$ cat config.mk
export PLATFORM = sky130hd
export DESIGN_NAME = verificare_cod
export DESIGN_NICKNAME = d
export VERILOG_FILES = /design/src/rtl/verificare_cod_pkg.sv /design/src/rtl/verificare_cod_codificator.sv /design/src/rtl/verificare_cod.sv
export SDC_FILE = /design/constraint.sdc
export NUM_CORES = 1
export LEC_CHECK = 0
export CAP_MARGIN = 0
export CORE_UTILIZATION = 60
export CTS_CLUSTER_DIAMETER = 60
export DETAILED_ROUTE_END_ITERATION = 16
export PLACE_DENSITY = 0.8
export SETUP_SLACK_MARGIN = 0.05
export SLEW_MARGIN = 20
export SYNTH_ARGS = -nofsm -noshare
export SYNTH_HDL_FRONTEND = slang
export SYNTH_SLANG_ARGS = --single-unit
$ cat constraint.sdc
create_clock -name clock -period 3.2 [get_ports clock]
set_input_delay 0.48 -clock clock [delete_from_list [all_inputs] [get_ports clock]]
set_output_delay 0.48 -clock clock [all_outputs]
set_load 0.02 [all_outputs]
$ cat src/rtl/verificare_cod_pkg.sv
// Shared definitions for the sequence-lock checker: symbol encoding,
// FSM state type and small compile-time helpers.
package pachet_cod;

    localparam int SYM_W = 3;

    // Symbol = {long, button[1:0]}, button in 1..3
    localparam logic [SYM_W-1:0] S1 = 3'b001;
    localparam logic [SYM_W-1:0] S2 = 3'b010;
    localparam logic [SYM_W-1:0] S3 = 3'b011;
    localparam logic [SYM_W-1:0] L1 = 3'b101;
    localparam logic [SYM_W-1:0] L2 = 3'b110;
    localparam logic [SYM_W-1:0] L3 = 3'b111;

    typedef enum logic [2:0] {
        ST_IDLE,
        ST_COLLECT,
        ST_CHECK,
        ST_OK,
        ST_FAIL,
        ST_LOCK
    } stare_t;

    // Number of bits needed to hold values 0..max_val (at least 1).
    function automatic int latime(input int max_val);
        int w;
        w = 1;
        for (int i = 1; i < 31; i++) begin
            if ((1 << i) <= max_val) w = i + 1;
        end
        return w;
    endfunction

    function automatic int maxim(input int a, input int b);
        return (a > b) ? a : b;
    endfunction

    // Pulse index 0..2 = short 1..3, 3..5 = long 1..3.
    function automatic logic [SYM_W-1:0] simbol_index(input int k);
        logic [1:0] b;
        b = 2'(k % 3 + 1);
        return {(k >= 3), b};
    endfunction

endpackage

$ cat src/rtl/verificare_cod_codificator.sv
// Turns the six press pulses of one cycle into a symbol plus flags.
// More than one pulse in a cycle still yields one symbol, marked bad.
module codificator_simbol
    import pachet_cod::*;
(
    input  logic [5:0]       puls_i,   // {lung_3, lung_2, lung_1, scurt_3, scurt_2, scurt_1}
    output logic             valid_o,
    output logic             bad_o,
    output logic [SYM_W-1:0] sym_o
);

    logic [2:0] nr_puls;

    // Count active pulses and pick the symbol of the highest active one
    always_comb begin
        nr_puls = '0;
        sym_o   = '0;
        for (int k = 0; k < 6; k++) begin
            if (puls_i[k]) begin
                nr_puls = nr_puls + 3'd1;
                sym_o   = simbol_index(k);
            end
        end
    end

    assign valid_o = (nr_puls != 3'd0);
    assign bad_o   = (nr_puls > 3'd1);

endmodule

$ cat src/rtl/verificare_cod.sv
// Sequence-lock checker: collects LEN press symbols, compares them to CODE
// and reports open / wrong / lockout, with a consecutive-failure lockout.
module verificare_cod
    import pachet_cod::*;
#(
    parameter int                     LEN         = 4,
    parameter logic [LEN*SYM_W-1:0]   CODE        = 12'b001_101_010_111,
    parameter int                     TIMEOUT     = 1000,
    parameter int                     HOLD        = 200,
    parameter int                     MAX_FAIL    = 3,
    parameter int                     LOCK_CYCLES = 5000
) (
    input  logic       clock,
    input  logic       reset,
    input  logic       scurt_1,
    input  logic       scurt_2,
    input  logic       scurt_3,
    input  logic       lung_1,
    input  logic       lung_2,
    input  logic       lung_3,
    output logic       deschis,
    output logic       gresit,
    output logic       blocat,
    output logic       ocupat,
    output logic [3:0] nr_simb
);

    localparam int W  = LEN * SYM_W;
    localparam int TW = latime(maxim(maxim(HOLD, LOCK_CYCLES), TIMEOUT));
    localparam int FW = latime(MAX_FAIL);

    logic             ev_valid;
    logic             ev_bad;
    logic [SYM_W-1:0] ev_sym;

    stare_t           stare_q, stare_d;
    logic [W-1:0]     shift_q, shift_d;
    logic             bad_q, bad_d;
    logic [3:0]       nr_q, nr_d;
    logic [TW-1:0]    idle_q, idle_d;
    logic [TW-1:0]    timer_q, timer_d;
    logic [FW-1:0]    fail_q, fail_d;
    logic             esec;

    codificator_simbol u_cod (
        .puls_i  ({lung_3, lung_2, lung_1, scurt_3, scurt_2, scurt_1}),
        .valid_o (ev_valid),
        .bad_o   (ev_bad),
        .sym_o   (ev_sym)
    );

    // State and datapath registers, cleared asynchronously
    always_ff @(posedge clock or posedge reset) begin
        if (reset) begin
            stare_q <= ST_IDLE;
            shift_q <= '0;
            bad_q   <= 1'b0;
            nr_q    <= '0;
            idle_q  <= '0;
            timer_q <= '0;
            fail_q  <= '0;
        end else begin
            stare_q <= stare_d;
            shift_q <= shift_d;
            bad_q   <= bad_d;
            nr_q    <= nr_d;
            idle_q  <= idle_d;
            timer_q <= timer_d;
            fail_q  <= fail_d;
        end
    end

    // Next-state logic: collection, comparison, result hold and lockout
    always_comb begin
        stare_d = stare_q;
        shift_d = shift_q;
        bad_d   = bad_q;
        nr_d    = nr_q;
        idle_d  = idle_q;
        timer_d = timer_q;
        fail_d  = fail_q;
        esec    = 1'b0;

        case (stare_q)
            ST_IDLE, ST_COLLECT: begin
                // A timeout beats a press arriving in the same cycle
                if (stare_q == ST_COLLECT && idle_q >= TW'(TIMEOUT)) begin
                    esec = 1'b1;
                end else if (ev_valid) begin
                    // Shift register is zero in IDLE, so the same shift
                    // serves as "store first symbol"
                    shift_d = (shift_q << SYM_W) | W'(ev_sym);
                    bad_d   = bad_q | ev_bad;
                    nr_d    = nr_q + 4'd1;
                    idle_d  = TW'(1);
                    stare_d = (nr_q + 4'd1 == 4'(LEN)) ? ST_CHECK : ST_COLLECT;
                end else if (stare_q == ST_COLLECT && idle_q < TW'(TIMEOUT)) begin
                    idle_d = idle_q + TW'(1);
                end
            end

            ST_CHECK: begin
                if (!bad_q && shift_q == CODE) begin
                    stare_d = ST_OK;
                    fail_d  = '0;
                    timer_d = '0;
                    nr_d    = '0;
                    shift_d = '0;
                    bad_d   = 1'b0;
                end else begin
                    esec = 1'b1;
                end
            end

            ST_OK, ST_FAIL: begin
                if (timer_q == TW'(HOLD - 1)) begin
                    stare_d = ST_IDLE;
                end else begin
                    timer_d = timer_q + TW'(1);
                end
            end

            ST_LOCK: begin
                if (timer_q == TW'(LOCK_CYCLES - 1)) begin
                    stare_d = ST_IDLE;
                end else begin
                    timer_d = timer_q + TW'(1);
                end
            end

            default: stare_d = ST_IDLE;
        endcase

        // Failed entry (mismatch, bad symbol or timeout). The collected
        // symbols are dropped right away so the count reads 0 while the
        // result or lockout is shown.
        if (esec) begin
            timer_d = '0;
            nr_d    = '0;
            shift_d = '0;
            bad_d   = 1'b0;
            if (fail_q == FW'(MAX_FAIL - 1)) begin
                stare_d = ST_LOCK;
                fail_d  = '0;
            end else begin
                stare_d = ST_FAIL;
                fail_d  = fail_q + FW'(1);
            end
        end
    end

    assign deschis = (stare_q == ST_OK);
    assign gresit  = (stare_q == ST_FAIL);
    assign blocat  = (stare_q == ST_LOCK);
    assign ocupat  = (stare_q == ST_COLLECT) || (stare_q == ST_CHECK);
    assign nr_simb = nr_q;

endmodule

==> key figures <==
Logic synthesis
  • Largest area contributor in the netlist: dfrtp_1
  • Synth cell types: 66
  • Number of synthesis warnings: 0
  • Main synth FF type: dfrtp_1
  • Sequential cell area fraction in the yosys report: 41.4%
  • Synth top area cells: dfrtp_1, ha_1, xor2_1
  • Syn Area/Cell: 9.90 um2
  • EDFF count, synth: 0
  • Asr flop ratio synth: 100%
  • Post-synthesis register bit count: 48
  • Top-area cell type share of the netlist area: 41.4%
  • Post-Synthesis Cell Area: 2900 um2
  • Synthesized Nets: 312
  • Post-Synthesis Cells: roughly 290

Run
  • Max_cap viols: 0

Clock tree
  • TritonCTS Sinks: 48
  • CTS tree: built
  • Root Driver: clkbuf_8
  • TritonCTS Buffers: 5
  • CTS HTree Levels: 2
  • Clk pin slew, worst setup/hold paths: 0.09 ns
  • CTS max path bufs: 2
  • CTS Hold Bufs: 0
  • Clk_lat worst skew: 0.31 ns

GRT
  • GR peak layer: met2
  • Met1 Use GR: 36.7%
  • Met2 Usage GRT: between 40% and 50%
  • Total gr overflow: 0
  • Vias in the first global route: 2462
  • Largest net degree at the start of global routing: about 50
  • M3 GR Usage: 6.05%
  • Global-route wire length before repair: ~11000 um
  • Initial antenna violation count: 0
  • GRT Total Usage: 28.4%

Routing
  • DRC marker count from the first detailed-route iteration: 152
  • Detailed Routing Iterations Pass 1: 4
  • Drt via density: roughly 6.2
  • Final ANT Viol Nets: 0
  • Drt drc: 0
  • Via count: 2464
  • DR WL/cell: 17.1 um
  • Final WL: 6820 um

Setup path
  • Critical path's largest stage delay: 0.33 ns
  • Critical Path Start Type: primary input
  • Worst path cell trace: buf_12 -> inv_12 -> ha_4 -> xnor2_4 -> inv_2 -> ha_4 -> nand2_4 -> o31ai_4 -> ha_1 -> mux2_4 -> ha_4 -> mux2_4 -> o22a_4 -> o31ai_4 -> buf_4 -> buf_16 -> a22o_1
  • CP required: 3.46 ns
  • Cell mode on critical path: ha_4
  • Worst Path Max Fanout: 7
  • WP data arrival: between 3 and 4 ns
  • Crit path capture type: flip-flop
  • Crit path kind: in2reg
  • Slowest stage cell, crit path: ha_1

Layout
  • Area growth, synth to finish: 28.0%
  • Post-Layout Cell Count: 398
  • Layout cells sized above 1: 26.6%
  • NumNets Final: roughly 360
  • Diode count: 0
  • Number of fillers in the final layout: 264

Floorplan
  • Die X: 71.5 um
  • Core Rows: 24
  • Die area: 5120 um2
  • Total core area: between 4000 and 5000 um2
  • Die H: 71.5 um
  • Io pins: 16
  • Initial core utilization: 64.4%

Power
  • Peak supply drop: 343 uV
  • Total power: 1580 uW
  • Pleak: 0.00167 uW
  • P per Cell Area: roughly 430 nW/um2

Placed design
  • PortBufs: 15
  • DPL Wire Length: 4450 um
  • Placed insts: 380
  • Placer Congestion: 0.802

Timing
  • Slew headroom: 38.8%
  • Final Hold Fails: 0
  • Slew @ Worst Pin: 0.912 ns
  • Unrepaired setup endpoints after global routing: yes
  • Final setup vio count: 0
  • Minimum clock period: 3.13 ns
  • Slew Limit Fails: 0
  • Fin crit share: a little over nine tenths
  • Clock Skew: ~0.012 ns
  • Max Fclk: roughly 320 MHz

Outcome
  • Status: finished, final reports clean

Hold path
  • Worst hold path type: reg2reg
==> registers in the layout, indices dropped and copies added (netlist names) <==
name,count
idle_q,13
timer_q,13
shift_q,12
nr_simb,4
stare_q,3
fail_q,2
bad_q,1
==> per-stage QoR <==
stage	instance area [um2]	utilization [%]	setup slack [ns]	TNS [ns]	hold WS, ns
global placement	3390	75.2	-0.801	-23.03	0.463
floorplan	2990	-	-0.0798	-0.769	0.444
finish	3710	82.4	0.0745	0	0.491
CTS	3630	80.6	0.0568	0	0.492
detailed placement	3390	75.2	-0.898	-25.82	0.467
global route	3710	82.4	0.0121	0	0.506
==> Yosys cell counts, types with 3 or more instances <==
library cell,count
dfrtp_1,48
nor2_1,30
nand2_1,25
xor2_1,13
a22o_1,12
inv_1,12
ha_1,11
nand4_1,8
nor3_1,8
o31ai_1,8
a21oi_1,7
and2_1,6
nand3_1,6
nor2b_1,6
o211ai_1,5
or4_1,5
buf_2,4
clkbuf_1,4
o21ai_0,4
a21o_1,3
and4_1,3
nand2b_1,3
o21ai_1,3
o22ai_1,3
or3_1,3
xnor2_1,3
==> report_power, final <==
part	leakage, uW	internal, uW	total, uW	switching [uW]
Sequential	0.000618	638	677	38.9
Clock	0.0000687	315	539	225
Combinational	0.000980	193	363	170
Total	0.00167	1150	1580	433
==> layer usage <==
metal	vias to the layer above	part of all wire, %
met5	-	0
met4	0	1.1
met3	8	3.9
met2	50	50
met1	1228	45
li1	1178	-
==> final timing paths <==
path	cells after the start	to	startpoint	slack (ns)
worst max-delay path	17	shift_q[4]	scurt_2	0.07
worst min-delay path	1	idle_q[10]	idle_q[10]	0.49
worst max register to register	6	timer_q[0]	timer_q[11]	0.63
worst min register to register	1	idle_q[10]	idle_q[10]	0.49
max in group asynchronous	2	nr_simb[3]	reset	2.09
min in group asynchronous	2	idle_q[6]	reset	0.62
==> kinds of logic after synthesis <==
logic type | count (synthesis) | share of synthesized area (%)
AOI/OAI and AO/OA | 69 | 19.3
xor gates and xnor gates | 18 | 6.17
adders and majority gates | 11 | 4.75
buffers and inverters | 24 | 3.80
DFF | 48 | 41.4
muxes | 4 | 1.64
and+or+nand+nor | 119 | 22.9
==> area by class of cell <==
type / instances / area [um2] / area share, %
Multi-Input combinational cell: 221 / 1740 / 46.8
Sequential cell: 48 / 1200 / 32.3
Timing Repair Buffer: 56 / 508 / 13.7
Clock buffer: 5 / 68.8 / 1.85
Clock inverter: 3 / 68.8 / 1.85
Inverter: 13 / 65.1 / 1.75
Tap cell: 52 / 65.1 / 1.75
==> cells in the final DEF (no fill, tap or decap), types with 4 or more instances in the layout <==
master            n
inv_1             9
nand2_1          24
or4_1             4
dfrtp_1          48
o211ai_1          5
o21ai_0           4
clkdlybuf4s50_1  12
and2_1            6
a21oi_1           5
nor2_1           28
a22o_1           12
clkbuf_8          5
xor2_1           13
ha_1              8
o31ai_1           6
nand3_1           6
buf_4            37
nand4_1           8
nor3_1            6
nor2b_1           6
a21oi_2           4
==> critical path, delay by kind of cell <==
family | cells | cell delay [ns]
adder cells (fa/ha/maj) | 4 | 0.99
AND/OR/NAND/NOR | 1 | 0.07
AO/OA/AOI/OAI | 4 | 0.66
buffers and inverters | 5 | 0.50
XOR/XNOR | 1 | 0.12
multiplexers | 2 | 0.57
==> what timing repair did <==
| item | CTS | global route |
|---|---|---|
| buffers inserted | 7 | 3 |
| setup endpoints to repair | 32 | 31 |
| resized for setup | 21 | 18 |
| pin swaps | 9 | 9 |
| endpoints found under the hold margin | 0 | 0 |
| gates cloned | 1 | 0 |
No activity file was read; power rests on OpenSTA's default activity.
